==> src/rtl/cdb_arbiter_pkg.sv <==
// Shared CDB types and constants: functional-unit tags, requester indices, bus structs.
package cdb_arbiter_pkg;

    localparam int NUM_SRBITS  = 8;
    localparam int FU_TAG_W    = 5;
    localparam int CDB_DATA_W  = 32;
    localparam int NUM_CDB_REQ = 5;

    localparam int CDB_REQ_ALU  = 0;
    localparam int CDB_REQ_MUL  = 1;
    localparam int CDB_REQ_DIV  = 2;
    localparam int CDB_REQ_MEM  = 3;
    localparam int CDB_REQ_JUMP = 4;

    localparam logic [FU_TAG_W-1:0] FU_ALU_TAG  = 5'd1;
    localparam logic [FU_TAG_W-1:0] FU_MUL_TAG  = 5'd2;
    localparam logic [FU_TAG_W-1:0] FU_DIV_TAG  = 5'd3;
    localparam logic [FU_TAG_W-1:0] FU_MEM_TAG  = 5'd4;
    localparam logic [FU_TAG_W-1:0] FU_JUMP_TAG = 5'd5;

    typedef struct packed {
        logic [NUM_SRBITS-1:0] tag;
        logic [CDB_DATA_W-1:0] val;
    } tagged_data_t;

    typedef struct packed {
        logic                  valid;
        logic [NUM_SRBITS-1:0] tag;
        logic [CDB_DATA_W-1:0] data;
    } cdb_bus_t;

    // Upper tag bits identifying the unit behind a CDB requester index.
    function automatic logic [FU_TAG_W-1:0] fu_tag(input int unsigned idx);
        case (idx)
            CDB_REQ_ALU:  fu_tag = FU_ALU_TAG;
            CDB_REQ_MUL:  fu_tag = FU_MUL_TAG;
            CDB_REQ_DIV:  fu_tag = FU_DIV_TAG;
            CDB_REQ_MEM:  fu_tag = FU_MEM_TAG;
            CDB_REQ_JUMP: fu_tag = FU_JUMP_TAG;
            default:      fu_tag = '0;
        endcase
    endfunction

endpackage

==> src/rtl/cdb_arbiter_if.sv <==
// Request/broadcast bundle between the functional units and the CDB arbiter.
interface cdb_arbiter_if
    import cdb_arbiter_pkg::*;
#(
    parameter int NUM_REQ = NUM_CDB_REQ
);
    logic         [NUM_REQ-1:0] req_i;
    tagged_data_t [NUM_REQ-1:0] req_data_i;
    cdb_bus_t                   cdb_o;
    logic         [NUM_REQ-1:0] grant_o;
    logic                       starve_o;

    modport master (
        output req_i, req_data_i,
        input  cdb_o, grant_o, starve_o
    );

    modport slave (
        input  req_i, req_data_i,
        output cdb_o, grant_o, starve_o
    );
endinterface

==> src/rtl/cdb_arbiter_rr_pick.sv <==
// Combinational rotating-priority picker: first set bit of vec at or above ptr, wrapping to 0.
module rr_pick #(
    parameter int N     = 5,
    parameter int PTR_W = 3
) (
    input  logic [N-1:0]     vec,
    input  logic [PTR_W-1:0] ptr,
    output logic [N-1:0]     onehot,
    output logic             found
);
    logic hit;

    always_comb begin
        onehot = '0;
        hit    = 1'b0;
        for (int unsigned i = 0; i < N; i++) begin
            if (!hit && vec[i] && (i >= 32'(ptr))) begin
                onehot[i] = 1'b1;
                hit       = 1'b1;
            end
        end
        for (int unsigned i = 0; i < N; i++) begin
            if (!hit && vec[i] && (i < 32'(ptr))) begin
                onehot[i] = 1'b1;
                hit       = 1'b1;
            end
        end
        found = hit;
    end
endmodule

==> src/rtl/cdb_arbiter.sv <==
// Common Data Bus arbiter: round-robin among functional units with starvation aging,
// registered broadcast to all consumers.
module cdb_arbiter
    import cdb_arbiter_pkg::*;
#(
    parameter int NUM_REQ  = NUM_CDB_REQ,
    parameter int MAX_WAIT = 4,
    parameter int TAG_W    = NUM_SRBITS,
    parameter int DATA_W   = CDB_DATA_W
) (
    input  logic          clk,
    input  logic          rst_n,
    input  logic          flush,
    cdb_arbiter_if.slave  bus
);
    localparam int PTR_W = (NUM_REQ > 1) ? $clog2(NUM_REQ) : 1;
    localparam int CNT_W = $clog2(MAX_WAIT + 1);

    logic [NUM_REQ-1:0] last_grant;
    logic [NUM_REQ-1:0] elig;
    logic [NUM_REQ-1:0] starving;
    logic [NUM_REQ-1:0] age_oh;
    logic [NUM_REQ-1:0] rr_oh;
    logic [NUM_REQ-1:0] win_oh;
    logic               age_found;
    logic               rr_found;
    logic [PTR_W-1:0]   rr_ptr;
    logic [PTR_W-1:0]   win_idx;
    logic [CNT_W-1:0]   wait_cnt [NUM_REQ];

    cdb_bus_t           cdb_q;
    logic [NUM_REQ-1:0] grant_q;
    logic               starve_q;

    // A unit granted last edge still holds req while it sees its own tag; keep it out.
    assign last_grant = grant_q;
    assign elig       = bus.req_i & ~last_grant;

    always_comb begin
        starving = '0;
        for (int unsigned i = 0; i < NUM_REQ; i++) begin
            starving[i] = elig[i] && (wait_cnt[i] == CNT_W'(MAX_WAIT));
        end
    end

    // Aging reuses the picker with pointer 0 so the lowest starving index wins.
    rr_pick #(.N(NUM_REQ), .PTR_W(PTR_W)) u_age_pick (
        .vec    (starving),
        .ptr    ('0),
        .onehot (age_oh),
        .found  (age_found)
    );

    rr_pick #(.N(NUM_REQ), .PTR_W(PTR_W)) u_rr_pick (
        .vec    (elig),
        .ptr    (rr_ptr),
        .onehot (rr_oh),
        .found  (rr_found)
    );

    always_comb begin
        win_oh  = age_found ? age_oh : rr_oh;
        win_idx = '0;
        for (int unsigned i = 0; i < NUM_REQ; i++) begin
            if (win_oh[i]) win_idx = PTR_W'(i);
        end
    end

    always_ff @(posedge clk or negedge rst_n) begin
        if (!rst_n) begin
            cdb_q    <= '0;
            grant_q  <= '0;
            starve_q <= 1'b0;
            rr_ptr   <= '0;
        end else if (flush) begin
            cdb_q    <= '0;
            grant_q  <= '0;
            starve_q <= 1'b0;
        end else if (rr_found) begin
            cdb_q.valid <= 1'b1;
            cdb_q.tag   <= TAG_W'(bus.req_data_i[win_idx].tag);
            cdb_q.data  <= DATA_W'(bus.req_data_i[win_idx].val);
            grant_q     <= win_oh;
            starve_q    <= age_found;
            rr_ptr      <= (win_idx == PTR_W'(NUM_REQ - 1)) ? '0 : win_idx + 1'b1;
        end else begin
            cdb_q    <= '0;
            grant_q  <= '0;
            starve_q <= 1'b0;
        end
    end

    always_ff @(posedge clk or negedge rst_n) begin
        if (!rst_n) begin
            for (int unsigned i = 0; i < NUM_REQ; i++) wait_cnt[i] <= '0;
        end else begin
            for (int unsigned i = 0; i < NUM_REQ; i++) begin
                if (flush || win_oh[i] || !bus.req_i[i]) begin
                    wait_cnt[i] <= '0;
                end else if (elig[i] && (wait_cnt[i] != CNT_W'(MAX_WAIT))) begin
                    wait_cnt[i] <= wait_cnt[i] + 1'b1;
                end
            end
        end
    end

    assign bus.cdb_o    = cdb_q;
    assign bus.grant_o  = grant_q;
    assign bus.starve_o = starve_q;

    a_grant_onehot: assert property (@(posedge clk) disable iff (!rst_n) $onehot0(grant_q));
    a_valid_grant:  assert property (@(posedge clk) disable iff (!rst_n) cdb_q.valid == (|grant_q));
    a_no_repeat:    assert property (@(posedge clk) disable iff (!rst_n) (grant_q & $past(grant_q)) == '0);

endmodule

==> src/flat_wrapper.sv <==
// flat-port wrapper written by rule: the top's interface ports become plain ports
module cdb_arbiter_flat import cdb_arbiter_pkg::*;
#(
    parameter int NUM_REQ  = NUM_CDB_REQ,
    parameter int MAX_WAIT = 4,
    parameter int TAG_W    = NUM_SRBITS,
    parameter int DATA_W   = CDB_DATA_W
)
  (clk, rst_n, flush, bus_req_i, bus_req_data_i, bus_cdb_o, bus_grant_o, bus_starve_o);
  cdb_arbiter_if #(.NUM_REQ(NUM_REQ)) bus_i ();
  input  logic clk;
  input  logic rst_n;
  input  logic flush;
  input wire logic [$bits(bus_i.req_i)-1:0] bus_req_i;
  input wire logic [$bits(bus_i.req_data_i)-1:0] bus_req_data_i;
  output wire logic [$bits(bus_i.cdb_o)-1:0] bus_cdb_o;
  output wire logic [$bits(bus_i.grant_o)-1:0] bus_grant_o;
  output wire logic [$bits(bus_i.starve_o)-1:0] bus_starve_o;
  assign bus_i.req_i = bus_req_i;
  assign bus_i.req_data_i = bus_req_data_i;
  assign bus_cdb_o = bus_i.cdb_o;
  assign bus_grant_o = bus_i.grant_o;
  assign bus_starve_o = bus_i.starve_o;
  cdb_arbiter #(.NUM_REQ(NUM_REQ), .MAX_WAIT(MAX_WAIT), .TAG_W(TAG_W), .DATA_W(DATA_W)) u_core (.clk(clk), .rst_n(rst_n), .flush(flush), .bus(bus_i));
endmodule
==> config.mk <==
export PLATFORM = sky130hd
export DESIGN_NAME = cdb_arbiter_flat
export DESIGN_NICKNAME = d
export VERILOG_FILES = /design/src/rtl/cdb_arbiter_pkg.sv /design/src/rtl/cdb_arbiter_if.sv /design/src/rtl/cdb_arbiter_rr_pick.sv /design/src/rtl/cdb_arbiter.sv /design/src/flat_wrapper.sv
export SDC_FILE = /design/constraint.sdc
export NUM_CORES = 1
export LEC_CHECK = 0
export ABC_CLOCK_PERIOD_IN_PS = 2600
export CAP_MARGIN = 20
export CORE_MARGIN = 5
export CORE_UTILIZATION = 39
export CTS_CLUSTER_DIAMETER = 100
export DETAILED_ROUTE_END_ITERATION = 12
export PLACE_DENSITY = 0.82
export SYNTH_ARGS = -nofsm -noshare
export SYNTH_HDL_FRONTEND = slang
export SYNTH_SLANG_ARGS = --single-unit
==> constraint.sdc <==
create_clock -name clk -period 2.6 [get_ports clk]
set_input_delay 0.52 -clock clk [delete_from_list [all_inputs] [get_ports clk]]
set_output_delay 0.52 -clock clk [all_outputs]
set_load 0.01 [all_outputs]
==> summary.txt, run 1 <==
Layout
  – Sequential cell area: 0.00163 mm2
  – Fraction of layout cells with a size suffix above 1: 22.6%
  – Layout Utilization: 74.6%
  – Final nets: 932
  – Fin cells: 858
  – Ant diodes: 0
  – Fill count: 761
  – Multi-input logic area: 0.00270 mm2
  – Synthesis-to-finish area growth: 86.2%

GRT
  – Initial antenna violation count: 0
  – Global-route wire length before repair: 27300 um
  – Vias in the first global route: 5150
  – Remaining Overflow, GRT: 0
  – Largest net degree at the start of global routing: 66
  – GRT Overall Usage: 26.7%

Clock tree
  – Total CTS buffers: 9
  – Clock slew at reported path FFs: 60 ps
  – CTS tree: done
  – Worst-Skew Late Latency: 330 ps
  – Htree depth: 3
  – Max Buffers Root-to-Sink: 2
  – CTS root buf: clkbuf_16
  – Hold-fix buffers, CTS: 0
  – CTS Sinks: 65

Die
  – IO Pins: 255
  – Die X: 116 um
  – Rows: 38
  – Initial Util: 40.0%
  – Die height: 116 um
  – Core region area: 0.0109 mm2
  – DIE AREA: 0.0134 mm2

Pwr
  – Power Total: 7.19 mW
  – Max IR drop VDD: 0.571 mV
  – Sw Pwr: 2.59 mW
  – Seq pwr share: 21.9%
  – Internal power: 4.60 mW
  – P_leak: 3.44 nW
  – Switching Share: 36.0%
  – Clk network pwr share: 16.9%
  – Logic pwr share: 61.2%
  – Pwr/cell area: 882 mW/mm2

Timing
  – Final Hold Viols: 0
  – Clock Skew: 6.38 ps
  – Setup TNS Final: 0 ps
  – Fin crit period: 2550 ps
  – Fmax: 392 MHz
  – Pins Over Slew Limit: 0
  – Final setup fails: 0
  – Max-slew headroom: 57.0%
  – Final Cycle Share: 98.1%
  – Worst slew pin tran: 643 ps

Yosys
  – Area leader, netlist: dfrtp_1
  – Post-Syn Area: 0.00438 mm2
  – #FFs+latches synth: 65
  – Share of the synthesized area in the top cell type: 37.1%
  – Mapped Nets: 628
  – Mean area per synthesized cell: 10.7 um2
  – Synth cell types: 54
  – Synth Flop Type: dfrtp_1
  – YS warnings: 0
  – Number of synthesized flops with an enable pin: 0
  – Syn Inst Count: 409
  – Sequential area share after synthesis: 37.1%
  – Synth area leaders: dfrtp_1 37%, mux2_4 13%, mux2i_1 9.6%
  – Asr flop ratio synth: 100%

Routing
  – Initial DRC count: 294
  – WL/cell: 22.9 um
  – TritonRoute pass-1 iters: 5
  – Antenna Nets Post-Route: 0
  – Total Routed Length: 19600 um
  – Via Count: 4779
  – DRC: 0
  – Via density: 5.57

Setup path
  – Critical Path Start: u_core.wait_cnt[9]
  – Worst-path fanout max: 25
  – Worst r2r src: u_core.wait_cnt[9]
  – CP endpoint kind: register
  – Startpoint Class: register
  – Critical path's slowest cell: dfrtp_1
  – CP most frequent cell: buf_4
  – Largest stage delay on the critical path: 350 ps
  – Worst EP arrival: 2750 ps
  – Critical path type: register to register
  – Worst path required time: 2800 ps
  – Worst r2r path cells: 11
  – Cells along the critical path: inv_1 -> ha_1 -> nand4b_1 -> buf_4 -> and3_1 -> o2111ai_1 -> buf_4 -> and2_2 -> buf_12 -> a32oi_1 -> o21ai_1

Placement
  – Placed Cells: 821
  – Port buffer count: 254
  – DP Wirelength: 13900 um
  – Final Wtd Congestion: 0.934

Run
  – MaxCap Viol Count: 0

Outcome
  – Status: completed

Hold path
  – Worst hold path type: input pin to async pin
==> critical path, delay by kind of cell (launching register included) <==
family,cells,cell delay (ps)
AND/OR/NAND/NOR,3,700
buffers and inverters,4,610
AO/OA/AOI/OAI,3,520
flip-flops,1,350
adder cells (fa/ha/maj),1,220
==> worst paths after layout <==
check / endpoint / slack [ps]
setup / recovery: u_core.bus.cdb_o[12] / 50
hold / removal: u_core.wait_cnt[8] / 190
setup reg to reg: u_core.bus.cdb_o[12] / 50
hold reg to reg: u_core.wait_cnt[7] / 550
max in group asynchronous: u_core.rr_ptr[0] / 2070
min in group clk: u_core.wait_cnt[7] / 550
==> kinds of logic (layout without fill, tap and decap cells) <==
kind of cell | after synthesis | in the layout | synth area share (%)
AND/OR/NAND/NOR | 93 | 94 | 12.6
AO/OA/AOI/OAI | 110 | 110 | 17.7
multiplexers | 82 | 82 | 23.2
XOR/XNOR | 6 | 6 | 1.20
adder cells (fa/ha/maj) | 11 | 11 | 3.14
buffers and inverters | 42 | 350 | 4.94
flip-flops | 65 | 65 | 37.1
==> power groups by stage <==
stage | clock network [mW] | logic, mW | registers, mW
floorplan | 0 | 1.84 | 1.67
global placement | 0 | 3.71 | 1.55
detailed placement | 0 | 3.80 | 1.55
CTS | 1.21 | 4.11 | 1.55
global route | 1.26 | 4.63 | 1.62
finish | 1.22 | 4.40 | 1.57
==> per-stage QoR <==
stage | area, um2 | hold slack [ps] | setup slack, ps
6_report | 8160 | 188 | 48.9
5_1_grt | 8160 | 226 | -63.9
4_1_cts | 7890 | 221 | -10.1
3_5_place_dp | 7410 | 545 | -437
3_3_place_gp | 7410 | 532 | -327
2_1_floorplan | 4380 | 224 | 328
==> final cells by class <==
type                    count  share of cell area (%)
inverters                  13                   0.598
well taps                 140                    2.15
multi-input cells         303                    33.0
repair buffers            321                    40.6
clock buffers               9                    2.76
clock inverters             7                   0.875
flip-flops and latches     65                    20.0
==> synth_stat cells, drive strengths merged, types with 3 or more instances <==
cell / n
dfrtp: 65
o21ai: 44
mux2i: 42
a32oi: 40
mux2: 40
buf: 25
nand2: 18
nor2: 17
a21oi: 13
inv: 13
ha: 11
nand3: 8
nor3: 8
and4b: 6
nand2b: 6
nand3b: 5
xnor2: 5
and2: 4
clkbuf: 4
nor2b: 4
a31oi: 3
nand4b: 3
nor4b: 3
==> cell usage in the layout, fill, tap and decap left out, types with 12 or more instances in the layout <==
cell type,count
a21oi_1,12
a32oi_1,38
buf_12,13
buf_4,47
clkdlybuf4s50_1,248
dfrtp_1,62
mux2_4,39
mux2i_1,42
nand2_1,17
nor2_1,13
o21ai_1,40
==> per-layer routing <==
metal  vias to the layer above  wire (um)  global-route usage [%]
li1                       2171          -                       -
met1                      2312       6710                    29.0
met2                       250      10700                    49.3
met3                        46       1690                    7.62
met4                         0        563                    9.90
met5                         -          0                       0
==> registers in the layout, indices dropped and copies added, names as in the netlist <==
register	cells
u_core.bus.cdb_o	41
u_core.wait_cnt	15
u_core.bus.grant_o	5
u_core.rr_ptr	3
u_core.bus.starve_o	1
==> repair_timing <==
action | CTS | global route
endpoints found under the setup margin | 33 | 43
buffers inserted | 3 | 12
gates resized for setup | 10 | 31
hold endpoints to repair | 0 | 0
gates cloned | 4 | 2
pin swaps | 3 | 12
Power figures use the tool's default switching activity.
==> run 2, diff against run 1 <==
--- a/config.mk
+++ b/config.mk
@@ -9,6 +9,7 @@
 export CAP_MARGIN = 20
 export CORE_MARGIN = 5
 export CORE_UTILIZATION = 39
+export CTS_BUF_LIST = sky130_fd_sc_hd__clkbuf_4 sky130_fd_sc_hd__clkbuf_8 sky130_fd_sc_hd__clkbuf_16
 export CTS_CLUSTER_DIAMETER = 100
 export DETAILED_ROUTE_END_ITERATION = 12
 export PLACE_DENSITY = 0.82
==> constraint.sdc (replaced) <==
create_clock -name clk -period 2.6 [get_ports clk]
set_input_delay 0.52 -clock clk [delete_from_list [all_inputs] [get_ports clk]]
set_output_delay 0.52 -clock clk [all_outputs]
set_load 0.02 [all_outputs]
==> results of run 2 <==
The final DEF is identical to that of run 1. Status: completed.
Among the figures that moved: total power 7.19 mW -> 7.44 mW; worst IR drop on VDD 0.571 mV -> 0.577 mV
==> run 3, diff against run 2 <==
--- a/config.mk
+++ b/config.mk
@@ -13,6 +13,7 @@
 export CTS_CLUSTER_DIAMETER = 100
 export DETAILED_ROUTE_END_ITERATION = 12
 export PLACE_DENSITY = 0.82
+export SKIP_CTS_REPAIR_TIMING = 1
 export SYNTH_ARGS = -nofsm -noshare
 export SYNTH_HDL_FRONTEND = slang
 export SYNTH_SLANG_ARGS = --single-unit
==> run 3 against run 2 <==
  * Final cell count decreased by 1.4%
  * Wire length shrank 5.8%
  * Combinational power down 7.7%
  * Global-route usage is 1.2 points lower
  * Core utilization fell by 1.8 points
  * Clock power about the same
  * Non-clock buffer count shrank 13
  * Sequential power barely moved
  * Worst setup slack better by 11 ps
  * Final area down 2.5%
  * Clock skew is 0.84 ps higher
  * Power fell by 5.2%
  * Critical endpoint is now u_core.bus.cdb_o[30]
  * Largest cell class unchanged
  * Highest routed layer unchanged
==> summary.txt, run 3 (synthesis gave the netlist of run 1 again) <==
Routing
  – Total Routed Length: 18500 um (-5.8%)
  – DRC: 0 (unchanged)
  – WL/cell: 21.9 um (-4.5%)
  – Via density: 5.52 (-0.92%)
  – Antenna Nets Post-Route: 0 (unchanged)
  – TritonRoute pass-1 iters: 4 (-1)
  – Initial DRC count: 223 (-24%)
  – Via Count: 4669 (-2.3%)

Placement
  – Final Wtd Congestion: 0.934 (unchanged)
  – DP Wirelength: 13900 um (unchanged)
  – Dpl cell area: 0.00741 mm2 (unchanged)
  – Port buffer count: 254 (unchanged)
  – Placed Cells: 821 (unchanged)
  – Place WS: -437 ps (unchanged)

Layout
  – Fill count: 788 (+3.5%)
  – Commonest non-fill, non-tap cell in the layout: clkdlybuf4s50_1
  – Final cell area excluding filler cells: 0.00796 mm2 (-2.5%)
  – Layout Utilization: 72.7% (-1.8 points)
  – Fin cells: 846 (-1.4%)
  – Synthesis-to-finish area growth: 81.7%
  – Fraction of layout cells with a size suffix above 1: 20.9% (-1.7 points)
  – Final nets: 919 (-1.4%)
  – Largest register FFs: 41 (unchanged)
  – Most frequent cells in the layout: 248 x clkdlybuf4s50_1, 64 x dfrtp_1, 42 x mux2i_1, 41 x buf_4, 40 x o21ai_1

Die
  – Core region area: 0.0109 mm2 (unchanged)
  – Die X: 116 um (unchanged)
  – Initial Util: 40.0% (unchanged)
  – DIE AREA: 0.0134 mm2 (unchanged)
  – IO Pins: 255 (unchanged)
  – Die height: 116 um (unchanged)
  – Rows: 38 (unchanged)

GRT
  – Largest net degree at the start of global routing: 66 (unchanged)
  – Vias in the first global route: 5059 (-1.8%)
  – GRT Overall Usage: 25.5% (-1.2 points)
  – Remaining Overflow, GRT: 0 (unchanged)
  – Global-route wire length before repair: 26300 um (-3.6%)
  – Initial antenna violation count: 0 (unchanged)

Pwr
  – Max IR drop VDD: 0.540 mV
  – Pwr/cell area: 887 mW/mm2
  – P_leak: 3.36 nW (-2.3%)
  – Power Total: 7.06 mW

Clock tree
  – Worst-Skew Late Latency: 330 ps (about the same)
  – Total CTS buffers: 9 (unchanged)
  – Htree depth: 3 (unchanged)
  – Clock slew at reported path FFs: 60 ps (about the same)
  – CTS root buf: clkbuf_16
  – CTS Sinks: 65 (unchanged)
  – Max Buffers Root-to-Sink: 2 (unchanged)
  – CTS tree: done

Timing
  – Final worst slack: 59.8 ps (+10.9 ps)
  – Final Cycle Share: 97.7% (-0.42 points)
  – Pins Over Slew Limit: 0 (unchanged)
  – Worst slew pin tran: 651 ps (+8.38 ps)
  – Hold_ws: 194 ps (+6.35 ps)
  – Setup TNS Final: 0 ps (unchanged)
  – Final Hold Viols: 0 (unchanged)
  – Max-slew headroom: 56.5% (-0.56 points)
  – Fmax: 394 MHz (+0.43%)
  – Clock Skew: 7.22 ps (+0.840 ps)
  – Final setup fails: 0 (unchanged)
  – Fin crit period: 2540 ps (-10.9 ps)

Setup path
  – CP endpoint kind: register
  – Critical path type: register to register
  – Worst EP arrival: 2750 ps (about the same)
  – Worst path required time: 2810 ps (about the same)
  – Worst-path fanout max: 10 (-60%)
  – Startpoint Class: register

Hold path
  – Worst hold path type: input pin to async pin

Run
  – MaxCap Viol Count: 0 (unchanged)

Outcome
  – Status: completed
## run 3: layout make-up
cell class	count	area, um2	share of cell area, %
antenna	1	2.50	0.0315
clock buffer	9	225	2.83
clock inverter	7	71.3	0.897
inverter	13	48.8	0.613
multi-input combinational	303	2690	33.8
sequential	65	1630	20.5
tap	140	175	2.20
timing repair buffer	308	3120	39.2
## run 3: per-layer routing
metal	global-route usage (%)	part of all wire [%]	vias to the layer above
li1	-	-	2150
met3	7.99	7.5	42
met1	26.5	35	2262
met2	47.4	54	215
met4	10.1	3.0	0
met5	0	0	-
## run 3: worst max-delay path: stages, from the launching register on
cell and delay (ps):
dfrtp_1 500, nor3b_1 450, o32ai_2 130, buf_4 150, a31oi_4 170, nor2_4 70, buf_4 150, buf_12 150
mux2_4 310, a32oi_1 230, o21ai_1 90
## run 3: worst paths after layout
kind	from	to	slack, ps	depth (start not counted)
hold / removal	rst_n	u_core.wait_cnt[8]	190	2
setup / recovery	u_core.rr_ptr[0]	u_core.bus.cdb_o[30]	60	10
hold reg to reg	u_core.wait_cnt[7]	u_core.wait_cnt[7]	550	2
setup reg to reg	u_core.rr_ptr[0]	u_core.bus.cdb_o[30]	60	10
max in group asynchronous	rst_n	u_core.rr_ptr[2]	2090	2
min in group clk	u_core.wait_cnt[7]	u_core.wait_cnt[7]	550	2
## run 3: power breakdown
group / switching (mW) / leakage (nW) / internal (mW)
Combinational: 2.05 / 2.37 / 2.25
Clock: 0.467 / 0.137 / 0.739
Sequential: 0.198 / 0.858 / 1.36
Total: 2.71 / 3.36 / 4.35
